[config.mk]
export PLATFORM = sky130hd
export DESIGN_NAME = seg_adder_fu
export DESIGN_NICKNAME = d
export VERILOG_FILES = /design/src/rtl/seg_adder_pkg.sv /design/src/rtl/adder_lane.sv /design/src/rtl/seg_adder_fu.sv
export SDC_FILE = /design/constraint.sdc
export NUM_CORES = 1
export LEC_CHECK = 0
export CORE_MARGIN = 5
export CORE_UTILIZATION = 46
export CTS_BUF_LIST = sky130_fd_sc_hd__clkbuf_16
export DETAILED_ROUTE_END_ITERATION = 12
export PLACE_DENSITY = 0.74
export SETUP_SLACK_MARGIN = 0.5
export SKIP_CTS_REPAIR_TIMING = 1
export SLEW_MARGIN = 0
export SYNTH_ARGS = -nofsm -noshare
export SYNTH_HDL_FRONTEND = slang
export SYNTH_SLANG_ARGS = --single-unit
[constraint.sdc]
create_clock -name clk -period 4.35 [get_ports clk]
set_input_delay 0.87 -clock clk [delete_from_list [all_inputs] [get_ports clk]]
set_output_delay 0.87 -clock clk [all_outputs]
set_load 0.005 [all_outputs]
[src/rtl/seg_adder_pkg.sv]
// Shared types and helpers for the segmented lane adder.
package seg_adder_pkg;

    localparam int DEFAULT_LANES = 4;
    localparam int DEFAULT_WIDTH = 16;

    typedef enum logic [1:0] {
        IDLE,
        BUSY,
        HOLD,
        SAT
    } state_e;

    // A lane opens a fused group when its index is a multiple of the group size.
    function automatic logic is_group_start(input int unsigned lane, input int unsigned fuseLog2);
        int unsigned mask;
        mask = (32'd1 << fuseLog2) - 32'd1;
        return (lane & mask) == 32'd0;
    endfunction

endpackage

[src/rtl/adder_lane.sv]
// Combinational WIDTH-bit adder slice; also exposes the carry into the MSB
// so the caller can derive signed overflow.
module adder_lane #(
    parameter int WIDTH = 16
) (
    input  logic [WIDTH-1:0] a_i,
    input  logic [WIDTH-1:0] b_i,
    input  logic             carry_i,
    output logic [WIDTH-1:0] sum_o,
    output logic             carry_o,
    output logic             msb_carry_o
);

    logic [WIDTH-1:0] lowSum;
    logic [1:0]       topSum;

    // Split at the MSB so the carry into the sign bit is visible.
    assign lowSum = {1'b0, a_i[WIDTH-2:0]} + {1'b0, b_i[WIDTH-2:0]}
                  + {{(WIDTH-1){1'b0}}, carry_i};
    assign msb_carry_o = lowSum[WIDTH-1];
    assign topSum = {1'b0, a_i[WIDTH-1]} + {1'b0, b_i[WIDTH-1]} + {1'b0, msb_carry_o};
    assign sum_o = {topSum[0], lowSum[WIDTH-2:0]};
    assign carry_o = topSum[1];

endmodule

[src/rtl/seg_adder_fu.sv]
// Run-time fusable LANES x WIDTH add/sub unit, one lane per clock.
// Define SEG_ADDER_SATURATE_EN to add the sat_en port and a signed-clamp SAT state.
module seg_adder_fu
    import seg_adder_pkg::*;
#(
    parameter int LANES = DEFAULT_LANES,
    parameter int WIDTH = DEFAULT_WIDTH,
    localparam int FW = $clog2(LANES) + 1
) (
    input  logic                         clk,
    input  logic                         reset_n,
    input  logic                         in_valid,
    output logic                         in_ready,
    input  logic [LANES-1:0][WIDTH-1:0]  a,
    input  logic [LANES-1:0][WIDTH-1:0]  b,
    input  logic                         op_sub,
    input  logic [FW-1:0]                fuse_log2,
`ifdef SEG_ADDER_SATURATE_EN
    input  logic                         sat_en,
`endif
    output logic                         out_valid,
    input  logic                         out_ready,
    output logic [LANES-1:0][WIDTH-1:0]  sum,
    output logic [LANES-1:0]             lane_carry,
    output logic [LANES-1:0]             overflow
);

    localparam int LW = $clog2(LANES);

    state_e                        state_q, state_d;
    logic                          readyEn_q;
    logic [LW-1:0]                 laneCnt_q, laneCnt_d;
    logic [LANES-1:0][WIDTH-1:0]   aOp_q, aOp_d;
    logic [LANES-1:0][WIDTH-1:0]   bOp_q, bOp_d;
    logic                          opSub_q, opSub_d;
    logic [FW-1:0]                 fuse_q, fuse_d;
    logic                          carry_q, carry_d;
    logic [LANES-1:0][WIDTH-1:0]   sum_q, sum_d;
    logic [LANES-1:0]              laneCarry_q, laneCarry_d;
    logic [LANES-1:0]              overflow_q, overflow_d;

    logic [FW-1:0]    fuseClamped;
    logic [WIDTH-1:0] laneA, laneB, laneSum;
    logic             laneCin, laneCout, laneMsbC;
    logic             groupStart, groupTop;

    assign fuseClamped = (fuse_log2 > FW'(LW)) ? FW'(LW) : fuse_log2;

    assign laneA      = aOp_q[laneCnt_q];
    assign laneB      = opSub_q ? ~bOp_q[laneCnt_q] : bOp_q[laneCnt_q];
    assign groupStart = is_group_start(32'(laneCnt_q), 32'(fuse_q));
    assign groupTop   = is_group_start(32'(laneCnt_q) + 32'd1, 32'(fuse_q));
    assign laneCin    = groupStart ? opSub_q : carry_q;

    adder_lane #(.WIDTH(WIDTH)) u_lane (
        .a_i         (laneA),
        .b_i         (laneB),
        .carry_i     (laneCin),
        .sum_o       (laneSum),
        .carry_o     (laneCout),
        .msb_carry_o (laneMsbC)
    );

`ifdef SEG_ADDER_SATURATE_EN
    logic                        satEn_q, satEn_d;
    logic [LW-1:0]               laneMask;
    logic [LANES-1:0][WIDTH-1:0] satSum;

    assign laneMask = LW'((32'd1 << fuse_q) - 32'd1);

    // Every lane looks up its group's top lane for the overflow flag and the A sign.
    always_comb begin
        satSum = sum_q;
        for (int k = 0; k < LANES; k++) begin
            if (satEn_q && overflow_q[LW'(k) | laneMask]) begin
                if (is_group_start(32'(k + 1), 32'(fuse_q))) begin
                    satSum[k] = {aOp_q[LW'(k) | laneMask][WIDTH-1],
                                 {(WIDTH-1){~aOp_q[LW'(k) | laneMask][WIDTH-1]}}};
                end else begin
                    satSum[k] = {WIDTH{~aOp_q[LW'(k) | laneMask][WIDTH-1]}};
                end
            end
        end
    end
`endif

    always_comb begin
        state_d     = state_q;
        laneCnt_d   = laneCnt_q;
        aOp_d       = aOp_q;
        bOp_d       = bOp_q;
        opSub_d     = opSub_q;
        fuse_d      = fuse_q;
        carry_d     = carry_q;
        sum_d       = sum_q;
        laneCarry_d = laneCarry_q;
        overflow_d  = overflow_q;
`ifdef SEG_ADDER_SATURATE_EN
        satEn_d     = satEn_q;
`endif
        case (state_q)
            IDLE: begin
                if (in_valid && in_ready) begin
                    aOp_d     = a;
                    bOp_d     = b;
                    opSub_d   = op_sub;
                    fuse_d    = fuseClamped;
                    laneCnt_d = '0;
`ifdef SEG_ADDER_SATURATE_EN
                    satEn_d   = sat_en;
`endif
                    state_d   = BUSY;
                end
            end
            BUSY: begin
                sum_d[laneCnt_q]       = laneSum;
                laneCarry_d[laneCnt_q] = laneCout;
                overflow_d[laneCnt_q]  = groupTop & (laneMsbC ^ laneCout);
                carry_d                = laneCout;
                laneCnt_d              = laneCnt_q + 1'b1;
                if (laneCnt_q == LW'(LANES - 1)) begin
`ifdef SEG_ADDER_SATURATE_EN
                    state_d = SAT;
`else
                    state_d = HOLD;
`endif
                end
            end
`ifdef SEG_ADDER_SATURATE_EN
            SAT: begin
                sum_d   = satSum;
                state_d = HOLD;
            end
`endif
            HOLD: begin
                if (out_ready) begin
                    state_d = IDLE;
                end
            end
            default: state_d = IDLE;
        endcase
    end

    // readyEn_q keeps in_ready low until the first edge after reset release.
    always_ff @(posedge clk or negedge reset_n) begin
        if (!reset_n) begin
            state_q     <= IDLE;
            readyEn_q   <= 1'b0;
            laneCnt_q   <= '0;
            aOp_q       <= '0;
            bOp_q       <= '0;
            opSub_q     <= 1'b0;
            fuse_q      <= '0;
            carry_q     <= 1'b0;
            sum_q       <= '0;
            laneCarry_q <= '0;
            overflow_q  <= '0;
`ifdef SEG_ADDER_SATURATE_EN
            satEn_q     <= 1'b0;
`endif
        end else begin
            state_q     <= state_d;
            readyEn_q   <= 1'b1;
            laneCnt_q   <= laneCnt_d;
            aOp_q       <= aOp_d;
            bOp_q       <= bOp_d;
            opSub_q     <= opSub_d;
            fuse_q      <= fuse_d;
            carry_q     <= carry_d;
            sum_q       <= sum_d;
            laneCarry_q <= laneCarry_d;
            overflow_q  <= overflow_d;
`ifdef SEG_ADDER_SATURATE_EN
            satEn_q     <= satEn_d;
`endif
        end
    end

    assign in_ready   = readyEn_q && (state_q == IDLE);
    assign out_valid  = (state_q == HOLD);
    assign sum        = sum_q;
    assign lane_carry = laneCarry_q;
    assign overflow   = overflow_q;

endmodule

# Yosys cells after proc, flatten, opt, wreduce, memory -nomap -nowiden

Cells that the tools add are included.

Bitwise logic cells: 5
$lt $le $gt $ge: 3
Shift-type cells: 1
Muxes and demuxes: 20
Equality and inequality tests: 6
Reductions and logical operators: 10
$add $sub $neg: 7

Operator list:

| cell                                                          | number |
|---|---|
| binary-select mux 16 bit (select 2 bit)                       | 2 |
| bitwise mux 64 bit                                            | 1 |
| logical NOT 32 bit                                            | 2 |
| two-way mux 16 bit                                            | 4 |
| bitwise AND 2 x 32 -> 32 bit                                  | 1 |
| bitwise AND 3 x 32 -> 32 bit                                  | 1 |
| demux 16 bit (select 2 bit)                                   | 1 |
| << shifter 1 x 3 -> 32 bit, first input constant              | 1 |
| subtractor 32 x 1 -> 32 bit, second input constant            | 1 |
| adder 15 x 15 -> 16 bit                                       | 1 |
| adder 16 x 1 -> 16 bit                                        | 1 |
| inverter 16 bit                                               | 1 |
| bitwise mux 4 bit                                             | 2 |
| two-way mux 2 bit                                             | 4 |
| case mux 2 bit (3 select lines)                               | 1 |
| == test 2 bit, second input constant                          | 2 |
| != test 2 bit, second input constant                          | 2 |
| case mux 2 bit (2 select lines)                               | 1 |
| AND reduction 2 bit                                           | 2 |
| adder 2 x 1 -> 3 bit, second input constant                   | 1 |
| greater-than comparator 3 x 2 -> 1 bit, second input constant | 1 |
| logical AND 1 bit                                             | 3 |
| < comparator 2 x 3 -> 1 bit, second input constant            | 1 |
| two-way mux 3 bit                                             | 1 |
| other kinds (13)                                              | 14 |

Output and inout port bits: 74
Bits in registers: 210
Word-level logic and storage cells: 72

# Longest topological paths before layout

Gate-level depths: netlist of run 1.

Depth after elaboration: 10
Mapped depth: 14

# Modules after synthesis

From an unflattened synthesis of run 1, not the netlist that was laid out.

Cell total of the unflattened synthesis: 928
Area total of the unflattened synthesis: 9880.7 µm²

Modules (own cells, without submodules):

| module       | instances | seq. area each (µm²) | area each (µm²) | cells each |
|---|---|---|---|---|
| seg_adder_fu | 1         | 5255.0               | 9067.4          | 815 |
| adder_lane   | 1         | 0.0                  | 813.3           | 113 |

# Least setup slack after synthesis of run 1

OpenSTA, ideal clock, no wires.

Path type: register to register
Start point: register laneCnt_q[0]
End point: register overflow_q[3] (netlist: overflow[3])
Arrival: 3.557 ns
Path buffers: 2
Cell stages (with the launch flop): 13
Period minus slack after synthesis: 3.652 ns
Required time: 4.254 ns
Setup time: 0.096 ns
Slack: 0.698 ns
Cell sequence: dfrtp_1 > buf_2 > buf_4 > mux4_2 > xor2_1 > fa_1 > a211oi_2 > o211ai_1 > a21boi_2 > a21o_4 > fa_1 > xnor2_2 > o31ai_1

Cells in the longest elaborated chain, start to end: 10

Ends and longest elaborated chain:

| element                                  | RTL line            | text |
|---|---|---|
| start, declared                          | seg_adder_fu.sv:32  | `logic [LW-1:0] laneCnt_q, laneCnt_d;` |
| start signal, assigned                   | seg_adder_fu.sv:164 | `laneCnt_q <= laneCnt_d;` |
| binary-select mux 16 bit (select 2 bit)  | seg_adder_fu.sv:50  | `assign laneB = opSub_q ? ~bOp_q[laneCnt_q] : bOp_q[laneCnt_q];` |
| two-way mux 16 bit (implied by the code) | seg_adder_fu.sv:50  |  |
| inverter 16 bit                          | seg_adder_fu.sv:50  |  |
| two-way mux 16 bit                       | seg_adder_fu.sv:50  |  |
| adder 15 x 15 -> 16 bit                  | adder_lane.sv:18    | `assign lowSum = {1'b0, a_i[WIDTH-2:0]} + {1'b0, b_i[WIDTH-2:0]}` |
| adder 16 x 1 -> 16 bit                   | adder_lane.sv:19    | `+ {{(WIDTH-1){1'b0}}, carry_i};` |
| adder 2 x 1 -> 2 bit *                   | adder_lane.sv:21    | `assign topSum = {1'b0, a_i[WIDTH-1]} + {1'b0, b_i[WIDTH-1]} + {1'b0, msb_carry_o};` |
| net laneCout                             | seg_adder_fu.sv:44  | `logic laneCin, laneCout, laneMsbC;` |
| XOR 1 bit *                              | seg_adder_fu.sv:118 | `overflow_d[laneCnt_q] = groupTop & (laneMsbC ^ laneCout);` |
| bitwise AND 1 bit *                      | seg_adder_fu.sv:118 |  |
| bitwise mux 4 bit *                      | seg_adder_fu.sv:118 |  |
| end signal, assigned                     | seg_adder_fu.sv:172 | `overflow_q <= overflow_d;` |
| end, declared                            | seg_adder_fu.sv:40  | `logic [LANES-1:0] overflow_q, overflow_d;` |

The timed path passes the listed nets; every way through them passes the cells marked *. The select of a mux whose other input is x is not followed.
A chain may end at the register's enable or synchronous reset.

# Final worst setup path of run 1

Start point: register laneCnt_q[0]
End point: register laneCarry_q[3] (netlist: lane_carry[3])

Cells in the longest elaborated chain, start to end: 8

Ends and longest elaborated chain:

| element                                  | RTL line            | text |
|---|---|---|
| binary-select mux 16 bit (select 2 bit)  | seg_adder_fu.sv:50  |  |
| two-way mux 16 bit (implied by the code) | seg_adder_fu.sv:50  |  |
| inverter 16 bit                          | seg_adder_fu.sv:50  |  |
| two-way mux 16 bit                       | seg_adder_fu.sv:50  |  |
| adder 15 x 15 -> 16 bit                  | adder_lane.sv:18    |  |
| adder 16 x 1 -> 16 bit                   | adder_lane.sv:19    |  |
| adder 2 x 1 -> 2 bit *                   | adder_lane.sv:21    |  |
| net laneCout                             | seg_adder_fu.sv:44  |  |
| bitwise mux 4 bit *                      | seg_adder_fu.sv:117 | `laneCarry_d[laneCnt_q] = laneCout;` |
| end signal, assigned                     | seg_adder_fu.sv:171 | `laneCarry_q <= laneCarry_d;` |
| end, declared                            | seg_adder_fu.sv:39  | `logic [LANES-1:0] laneCarry_q, laneCarry_d;` |

Marked as above.

==> results of run 1 <==
-- cells by family (layout without fill, tap and decap cells) --
kind of cell    Yosys count  count (layout)  synth area share, %
flops                   210             210                 54.3
fa+ha+maj                22              22                 3.08
simple gates            511             511                 20.6
xor+xnor                 29              29                 2.86
buf+inv                  62             278                 2.79
compound gates          109             109                 6.87
other cells               1               1               0.0388
mux                      50              50                 9.48
-- critical path, cell delays in order, from the launching register on --
cell and delay (ps):
sky130_fd_sc_hd__dfrtp_4 530, sky130_fd_sc_hd__buf_4 200, sky130_fd_sc_hd__mux4_2 550, sky130_fd_sc_hd__xor2_1 170, sky130_fd_sc_hd__ha_1 400, sky130_fd_sc_hd__a21oi_1 220
sky130_fd_sc_hd__o211ai_1 110, sky130_fd_sc_hd__a21boi_2 200, sky130_fd_sc_hd__a21o_4 260, sky130_fd_sc_hd__fa_2 460, sky130_fd_sc_hd__buf_4 170, sky130_fd_sc_hd__mux2_2 250
-- synthesized netlist by cell type (2+ instances only) --
cell type,n
sky130_fd_sc_hd__o211ai_1,2
sky130_fd_sc_hd__a211oi_2,2
sky130_fd_sc_hd__clkbuf_1,28
sky130_fd_sc_hd__buf_2,21
sky130_fd_sc_hd__o21ai_0,54
sky130_fd_sc_hd__mux4_2,32
sky130_fd_sc_hd__nand3_1,8
sky130_fd_sc_hd__xor2_1,22
sky130_fd_sc_hd__o31ai_1,4
sky130_fd_sc_hd__nand2_1,470
sky130_fd_sc_hd__mux2i_1,5
sky130_fd_sc_hd__a21oi_1,9
sky130_fd_sc_hd__a21o_1,6
sky130_fd_sc_hd__nand2b_1,5
sky130_fd_sc_hd__o21ai_1,14
sky130_fd_sc_hd__o2111ai_1,2
sky130_fd_sc_hd__o21a_1,3
sky130_fd_sc_hd__a31oi_1,4
sky130_fd_sc_hd__mux2_2,13
sky130_fd_sc_hd__dfrtp_1,210
sky130_fd_sc_hd__and2_1,4
sky130_fd_sc_hd__inv_1,8
sky130_fd_sc_hd__fa_1,3
sky130_fd_sc_hd__buf_1,3
sky130_fd_sc_hd__ha_1,19
sky130_fd_sc_hd__xnor2_1,4
sky130_fd_sc_hd__nor3b_1,2
sky130_fd_sc_hd__xnor2_2,3
sky130_fd_sc_hd__nor2_1,11
sky130_fd_sc_hd__or3_1,5
sky130_fd_sc_hd__nor2b_1,3
-- worst paths after layout --
check / start / slack, ps / to / cells past startpoint
max: laneCnt_q[0]$_DFFE_PN0P_ / 710 / lane_carry[3]$_DFFE_PN0P_ / 11
min: reset_n / 440 / sum[31]$_DFFE_PN0P_ / 1
max reg2reg: laneCnt_q[0]$_DFFE_PN0P_ / 710 / lane_carry[3]$_DFFE_PN0P_ / 11
min reg2reg: bOp_q[4]$_DFFE_PN0P_ / 470 / bOp_q[4]$_DFFE_PN0P_ / 2
max in group asynchronous: reset_n / 2890 / sum[33]$_DFFE_PN0P_ / 2
min in group clk: bOp_q[4]$_DFFE_PN0P_ / 470 / bOp_q[4]$_DFFE_PN0P_ / 2
-- final cells by class --
class | count | area share [%]
Clock buffer | 23 | 4.47
Clock inverter | 19 | 1.24
Inverter | 8 | 0.233
Multi-Input combinational cell | 722 | 32.7
Sequential cell | 210 | 40.9
Tap cell | 275 | 2.67
Timing Repair Buffer | 228 | 17.8
-- power by group --
| part | total [mW] | switching [mW] | internal [mW] |
|---|---|---|---|
| Combinational | 7.24 | 4.08 | 3.16 |
| Sequential | 3.47 | 0.585 | 2.89 |
| Clock | 1.90 | 0.761 | 1.14 |
-- registers in the layout, indices dropped and copies added, names as in the netlist --
register    count
bOp_q          64
opSub_q         1
state_q         2
aOp_q          64
carry_q         1
sum            64
readyEn_q       1
overflow        4
laneCnt_q       2
lane_carry      4
fuse_q          3
-- routing by layer --
layer	share of wire, %	global-route usage (%)	vias to the layer above
met3	6.9	3.48	49
met4	2.5	5.17	0
li1	-	-	3648
met2	47	33.0	266
met1	43	29.4	3605
met5	0	0	-
-- cell usage in the layout (no fill, tap or decap), drive strengths merged, types with 2 or more instances in the layout --
cell type,count
nand2b,5
and2,4
nor2,11
clkinv,5
nand3,8
buf,20
fa,3
mux2i,5
o211ai,3
o2111ai,2
nand2,470
mux2,13
o21ai,69
mux4,32
clkdlybuf4s50,208
o31ai,4
ha,19
o21a,3
a21o,7
xor2,22
a211oi,2
nor2b,3
a21oi,11
xnor2,7
nor3b,2
bufinv,3
inv,19
clkbuf,23
or3,5
a31oi,4
dfrtp,210
==> impl_metrics.json, run 1 <==
{
  "routed_wl_mm": 24.7,
  "final_cell_area_sq_um": 12900,
  "place_congestion": 0.823,
  "synth_flop_cell": "sky130_fd_sc_hd__dfrtp_1",
  "cts_max_level": 1,
  "design.die.area_sq_um": 24000,
  "synth_top_area_share_pct": 54.3,
  "share_of_post_route_cells_with_drive_strength_above_1_pct": 9.92,
  "io_pins": 210,
  "cts.clk_slew.worst_paths_ps": 60,
  "worstHoldPathType": "in -> async",
  "synthesized_instance_count": 994,
  "synth.distinct_cells": 46,
  "ctsLongestPathBuffers": 3,
  "detail-route-antenna-nets": 0,
  "route.vias.total": 7568,
  "std_cell_rows": 53,
  "synth.ff_latch_count": 210,
  "crit_path_arrival_time_ps": 4030,
  "max-slew-margin-rel_pct": 27.2,
  "totalNegativeSetupSlack_ps": 0,
  "setup_ws_ps": 710,
  "ratio_of_final_minimum_period_to_clock_period_pct": 83.7,
  "cts.sink_count": 210,
  "antenna_found_initial": 0,
  "fillCellCount": 1776,
  "dp_hpwl_mm": 17.9,
  "startpoint_type": "flip-flop",
  "routed_wire_length_per_instance_um": 16.6,
  "dpl.cell_count": 1437,
  "fin_hold_ws_ps": 438,
  "final_cell_count_no_fill": 1485,
  "timing_max_transition_violations_final": 0,
  "placement_stage_cell_area_sq_um": 12000,
  "worst-slew-pin-transition_ps": 1090,
  "mappedNetlistArea_sq_um": 9670,
  "final_core_utilization_pct": 61.6,
  "grt_pass1_wl_mm": 40.0,
  "worst-endpoint-required_ps": 4740,
  "overflow": 0,
  "insertedDiodeCount": 0,
  "async_flop_share_pct": 100,
  "floorplan.die.width_um": 155,
  "fp.dieH_um": 155,
  "root_buffer": "sky130_fd_sc_hd__clkbuf_16",
  "cp_max_fo": 10,
  "post_synth_edffs": 0,
  "drt_iter0_markers": 409,
  "total_power_mw": 12.6,
  "syn-mean-instance-area_sq_um": 9.73,
  "drt_drc_violations_left": 0,
  "pre_cts_slack_ps": 480,
  "floorplan_core_area_sq_um": 20900,
  "floorplan.initialDensity_pct": 46.3,
  "tritoncts.num_buffers": 23,
  "synthTopCellsByArea": "sky130_fd_sc_hd__dfrtp_1, sky130_fd_sc_hd__nand2_1, sky130_fd_sc_hd__mux4_2",
  "groute.usage.overall_pct": 20.5,
  "multi_input_comb_area_sq_um": 4210,
  "final_nets": 1351,
  "register_area_sq_um": 5260,
  "via_per_inst": 5.10,
  "yosysWarningCount": 0,
  "achievable-frequency_mhz": 275,
  "setup-violations-final": 0,
  "ys_seq_area_share_pct": 54.3,
  "finClkSkew_ps": 12.0,
  "p_per_area_nw_per_um2": 980,
  "post-route-min-period_ps": 3640,
  "rsz_0062_raised_after_global_routing": "false",
  "insertion_delay_ps": 510,
  "post-synth-top-area-cell": "sky130_fd_sc_hd__dfrtp_1",
  "critical_path_class": "reg -> reg",
  "peakVddDrop_v": 0.000638,
  "outcome": "complete, no violations",
  "grt_start_max_net_pins": 125,
  "cellLeakagePower_nw": 6.17,
  "area_growth_syn_to_layout_pct": 33.0,
  "timing_hold_violations_final": 0,
  "end_kind": "flip-flop",
  "numPortBuffers": 209,
  "drt-pass1-iter-count": 5,
  "maxCapViolations": 0,
  "clock_tree_from_tritoncts": "done",
  "synth.net_count": 1152,
  "number_of_global_route_vias_before_repair": 7575
}
Note: power is estimated with default switching activity, not from simulation.
==> run 2, diff against run 1 <==
==> constraint.sdc (replaced) <==
create_clock -name clk -period 3.55 [get_ports clk]
set_input_delay 0.71 -clock clk [delete_from_list [all_inputs] [get_ports clk]]
set_output_delay 0.71 -clock clk [all_outputs]
set_load 0.005 [all_outputs]
==> run 2 against run 1 <==
Worst hold slack worse by 180 ps; non-clock buffer count is 20 higher; clock skew is 3.6 ps lower; cell count is 1.2% higher; combinational power is 33% higher; critical endpoint unchanged.
==> impl_metrics.json, run 2 (synthesized netlist as in run 1, its figures left out) <==
{
  "outcome": "complete, no violations",
  "final_nets": 1370,
  "route.vias.total": 7559,
  "p_per_area_nw_per_um2": 1220,
  "critPathLaunch": "laneCnt_q[0]$_DFFE_PN0P_",
  "achievable-frequency_mhz": 286,
  "total_power_mw": 16.0,
  "groute.usage.overall_pct": 20.4,
  "rsz_0062_raised_after_global_routing": "true",
  "grt_pass1_wl_mm": 39.4,
  "fin_hold_ws_ps": 259,
  "setup-violations-final": 0,
  "overflow": 0,
  "cts_max_level": 1,
  "ctsLongestPathBuffers": 3,
  "floorplan_core_area_sq_um": 20900,
  "end_kind": "flip-flop",
  "worst-slew-pin-transition_ps": 934,
  "detail-route-antenna-nets": 0,
  "final_common_cell": "sky130_fd_sc_hd__nand2_1",
  "worst-endpoint-required_ps": 3930,
  "timing_max_transition_violations_final": 0,
  "routed_wl_mm": 24.7,
  "insertion_delay_ps": 500,
  "number_of_global_route_vias_before_repair": 7483,
  "area_growth_syn_to_layout_pct": 35.4,
  "finClkSkew_ps": 8.40,
  "pre_cts_slack_ps": 26.9,
  "fillCellCount": 1708,
  "critical_path.reg2reg.startpoint": "laneCnt_q[0]$_DFFE_PN0P_",
  "design.die.area_sq_um": 24000,
  "tritoncts.num_buffers": 22,
  "critical_path_class": "reg -> reg",
  "drt_drc_violations_left": 0,
  "cts.clk_slew.worst_paths_ps": 60,
  "timing_hold_violations_final": 0,
  "drt_iter0_markers": 382,
  "floorplan.die.width_um": 155,
  "crit_path_arrival_time_ps": 3870,
  "peakVddDrop_v": 0.000877,
  "via_per_inst": 5.03,
  "share_of_post_route_cells_with_drive_strength_above_1_pct": 12.3,
  "totalNegativeSetupSlack_ps": 0,
  "final_cell_count_no_fill": 1503,
  "floorplan.initialDensity_pct": 46.3,
  "worstHoldPathType": "in -> async",
  "ratio_of_final_minimum_period_to_clock_period_pct": 98.3,
  "startpoint_type": "flip-flop",
  "routed_wire_length_per_instance_um": 16.5,
  "max-slew-margin-rel_pct": 37.6,
  "dp_hpwl_mm": 18.1,
  "final_core_utilization_pct": 62.7,
  "insertedDiodeCount": 0,
  "std_cell_rows": 53,
  "setup_ws_ps": 59.2,
  "clock_tree_from_tritoncts": "done",
  "grt_start_max_net_pins": 107,
  "dpl.cell_count": 1448,
  "cts.sink_count": 210,
  "cp_max_fo": 8,
  "final_cell_area_sq_um": 13100,
  "layout_common_cells": "sky130_fd_sc_hd__nand2_1, sky130_fd_sc_hd__dfrtp_1, sky130_fd_sc_hd__clkdlybuf4s50_1",
  "root_buffer": "sky130_fd_sc_hd__clkbuf_16",
  "io_pins": 210,
  "cellLeakagePower_nw": 6.29,
  "antenna_found_initial": 0,
  "maxCapViolations": 0,
  "fp.dieH_um": 155,
  "place_congestion": 0.860,
  "numPortBuffers": 209,
  "placement_stage_cell_area_sq_um": 12200,
  "drt-pass1-iter-count": 5,
  "post-route-min-period_ps": 3490
}
==> run 2: final timing paths <==
check / endpoint / slack, ps / depth (start not counted)
min in group clk: bOp_q[39]$_DFFE_PN0P_ / 470 / 2
max in group asynchronous: bOp_q[7]$_DFFE_PN0P_ / 2480 / 2
max: lane_carry[3]$_DFFE_PN0P_ / 60 / 11
min: sum[11]$_DFFE_PN0P_ / 260 / 1
max reg2reg: lane_carry[3]$_DFFE_PN0P_ / 60 / 11
min reg2reg: bOp_q[39]$_DFFE_PN0P_ / 470 / 2
==> run 2: power by group <==
group | total (mW) | internal [mW] | switching (mW)
registers | 4.20 | 3.54 | 0.666
logic | 9.60 | 4.44 | 5.15
clock network | 2.25 | 1.32 | 0.929
total | 16.0 | 9.30 | 6.75
==> run 2: area by class of cell <==
class | count | area, sq um | share of cell area, %
Inverter | 8 | 30.0 | 0.229
Sequential cell | 210 | 5260 | 40.1
Timing Repair Buffer | 248 | 2480 | 18.9
Clock buffer | 23 | 576 | 4.39
Tap cell | 275 | 344 | 2.63
Clock inverter | 17 | 128 | 0.974
Multi-Input combinational cell | 722 | 4290 | 32.7
==> run 2: critical path, cell delays in order, from the launching register on <==
cell	delay, ps
sky130_fd_sc_hd__dfrtp_2	410
sky130_fd_sc_hd__buf_12	150
sky130_fd_sc_hd__mux4_2	500
sky130_fd_sc_hd__xor2_1	260
sky130_fd_sc_hd__ha_2	390
sky130_fd_sc_hd__and2_1	190
sky130_fd_sc_hd__a221oi_1	260
sky130_fd_sc_hd__o21ai_1	120
sky130_fd_sc_hd__a21o_4	220
sky130_fd_sc_hd__fa_2	450
sky130_fd_sc_hd__buf_4	160
sky130_fd_sc_hd__mux2_2	260
==> run 2: metal layers <==
| metal | track usage (%) | wire length [um] |
|---|---|---|
| met5 | 0 | 0 |
| met4 | 5.34 | 525 |
| met3 | 3.42 | 1530 |
| met2 | 32.4 | 11800 |
| met1 | 29.3 | 10900 |
==> run 3, diff against run 2 <==
--- a/config.mk
+++ b/config.mk
@@ -9,7 +9,7 @@
 export CORE_UTILIZATION = 46
 export CTS_BUF_LIST = sky130_fd_sc_hd__clkbuf_16
 export DETAILED_ROUTE_END_ITERATION = 12
-export PLACE_DENSITY = 0.74
+export DONT_BUFFER_PORTS = 1
 export SETUP_SLACK_MARGIN = 0.5
 export SKIP_CTS_REPAIR_TIMING = 1
 export SLEW_MARGIN = 0
==> constraint.sdc (replaced) <==
create_clock -name clk -period 4.2 [get_ports clk]
set_input_delay 0.84 -clock clk [delete_from_list [all_inputs] [get_ports clk]]
set_output_delay 0.84 -clock clk [all_outputs]
set_load 0.005 [all_outputs]
==> run 3 against run 2 <==
Sequential share of layout area increased by 8.6 points; worst hold slack got worse by 230 ps; fmax decreased by 1.3%; via count decreased by 13%; non-clock buffer count decreased by 228; worst setup slack improved by 600 ps; register-to-register slack improved by 600 ps; cell count decreased by 15%; design area decreased by 18%; flip-flop and latch count unchanged.
==> impl_metrics.json, run 3 (synthesized netlist as in run 1, its figures left out) <==
{
  "grt_start_max_net_pins": 211,
  "post-route-min-period_ps": 3540,
  "clock_tree_from_tritoncts": "done",
  "cts.sink_count": 210,
  "floorplan.initialDensity_pct": 46.3,
  "reg2reg_to": "lane_carry[1]$_DFFE_PN0P_",
  "drt_iter0_markers": 355,
  "cpMaxStageDelayCell": "sky130_fd_sc_hd__dfrtp_2",
  "critical_path.reg2reg.startpoint": "laneCnt_q[1]$_DFFE_PN0P_",
  "worst-r2r-cell-count": 11,
  "finClkSkew_ps": 11.0,
  "layout_common_cells": "sky130_fd_sc_hd__nand2_1, sky130_fd_sc_hd__dfrtp_1, sky130_fd_sc_hd__o21ai_0",
  "crit_path_arrival_time_ps": 3930,
  "cp_max_fo": 14,
  "drt_drc_violations_left": 0,
  "via_per_inst": 5.15,
  "global_route.usage.met1_pct": 27.5,
  "grt_use_met2_pct": 28.7,
  "fp.dieH_um": 155,
  "cp-endpoint": "lane_carry[1]$_DFFE_PN0P_",
  "busiest_layer_in_global_routing": "met2",
  "critPathLaunch": "laneCnt_q[1]$_DFFE_PN0P_",
  "setup-violations-final": 0,
  "worst-slew-pin-transition_ps": 1180,
  "floorplan.die.width_um": 155,
  "detail-route-antenna-nets": 0,
  "final_nets": 1144,
  "floorplan_core_area_sq_um": 20900,
  "routed_wire_length_per_instance_um": 18.1,
  "totalNegativeSetupSlack_ps": 0,
  "route.vias.total": 6587,
  "root_buffer": "sky130_fd_sc_hd__clkbuf_16",
  "worst-endpoint-required_ps": 4590,
  "std_cell_rows": 53,
  "maxCapViolations": 0,
  "cts_max_level": 1,
  "io_pins": 210,
  "ctsLongestPathBuffers": 3,
  "area_growth_syn_to_layout_pct": 11.6,
  "worstHoldPathType": "in -> async",
  "placement_stage_cell_area_sq_um": 9880,
  "timing_hold_violations_final": 0,
  "end_kind": "flip-flop",
  "ratio_of_final_minimum_period_to_clock_period_pct": 84.2,
  "numPortBuffers": 0,
  "achievable-frequency_mhz": 283,
  "place_congestion": 0.813,
  "design.die.area_sq_um": 24000,
  "timing_max_transition_violations_final": 0,
  "final_cell_area_sq_um": 10800,
  "tritoncts.num_buffers": 24,
  "insertedDiodeCount": 0,
  "globalRouteMet3Util_pct": 4.87,
  "final_common_cell": "sky130_fd_sc_hd__nand2_1",
  "insertion_delay_ps": 510,
  "outcome": "complete, no violations",
  "grt_pass1_wl_mm": 36.2,
  "cts.clk_slew.worst_paths_ps": 60,
  "groute.usage.overall_pct": 18.8,
  "drt-pass1-iter-count": 4,
  "routed_wl_mm": 23.1,
  "regToRegSetupSlack_ps": 660,
  "overflow": 0,
  "startpoint_type": "flip-flop",
  "path_cells": "buf_4, mux4_2, xor2_1, ha_1, a21oi_1, o211ai_1, a21boi_2, a21o_4, fa_2, buf_4, mux2_2",
  "share_of_post_route_cells_with_drive_strength_above_1_pct": 12.2,
  "cpMostUsedCell": "sky130_fd_sc_hd__buf_4",
  "rsz_0062_raised_after_global_routing": "false",
  "max_stage_delay_ps": 580,
  "dp_hpwl_mm": 16.1,
  "critical_path_class": "reg -> reg",
  "max-slew-margin-rel_pct": 21.4,
  "antenna_found_initial": 1,
  "number_of_global_route_vias_before_repair": 6621
}
run 3: stage by stage:
step           std cells  utilization [%]  setup WS (ps)  hold slack, ps
6_report            1278             51.7            662            32.7
5_1_grt             1278             51.7            513            3.80
4_1_cts             1268             51.0            402            9.72
3_5_place_dp        1225             47.3            434             457
3_3_place_gp        1225             47.3            523             453
2_1_floorplan        994                -            548             440
run 3: critical path: cells and delay by family (launching register included):
family	cells	cell delay, ps
XOR/XNOR	1	170
buffers and inverters	2	450
adder cells (fa/ha/maj)	2	800
multiplexers	2	600
AO/OA/AOI/OAI	4	800
flip-flops	1	580
run 3: area by class of cell:
cell class | count | area (sq um)
Clock inverter | 18 | 153
Fill cell | 1921 | 10100
Multi-Input combinational cell | 722 | 4190
Clock buffer | 25 | 626
Sequential cell | 210 | 5260
Timing Repair Buffer | 20 | 196
Tap cell | 275 | 344
Inverter | 8 | 30.0
run 3: per-layer routing:
layer,vias up,wire length (um)
met2,184,10500
met3,28,1690
met4,2,317
li1,3236,-
met1,3137,10500
met5,-,13
run 3: worst min path at each step:
stage,slack (ps),start,to,cells after the start
global route,4,reset_n,sum[27]$_DFFE_PN0P_,0
global placement,450,bOp_q[43]$_DFFE_PN0P_,bOp_q[43]$_DFFE_PN0P_,2
detailed placement,460,bOp_q[38]$_DFFE_PN0P_,bOp_q[38]$_DFFE_PN0P_,2
floorplan,440,carry_q$_DFFE_PN0P_,carry_q$_DFFE_PN0P_,2
CTS,10,reset_n,sum[43]$_DFFE_PN0P_,0
finish,30,reset_n,sum[43]$_DFFE_PN0P_,0
Power of run 3 is left out: the tool's default activity adds up to more than one toggle a clock period on the data nets, which glitch-free logic cannot reach.
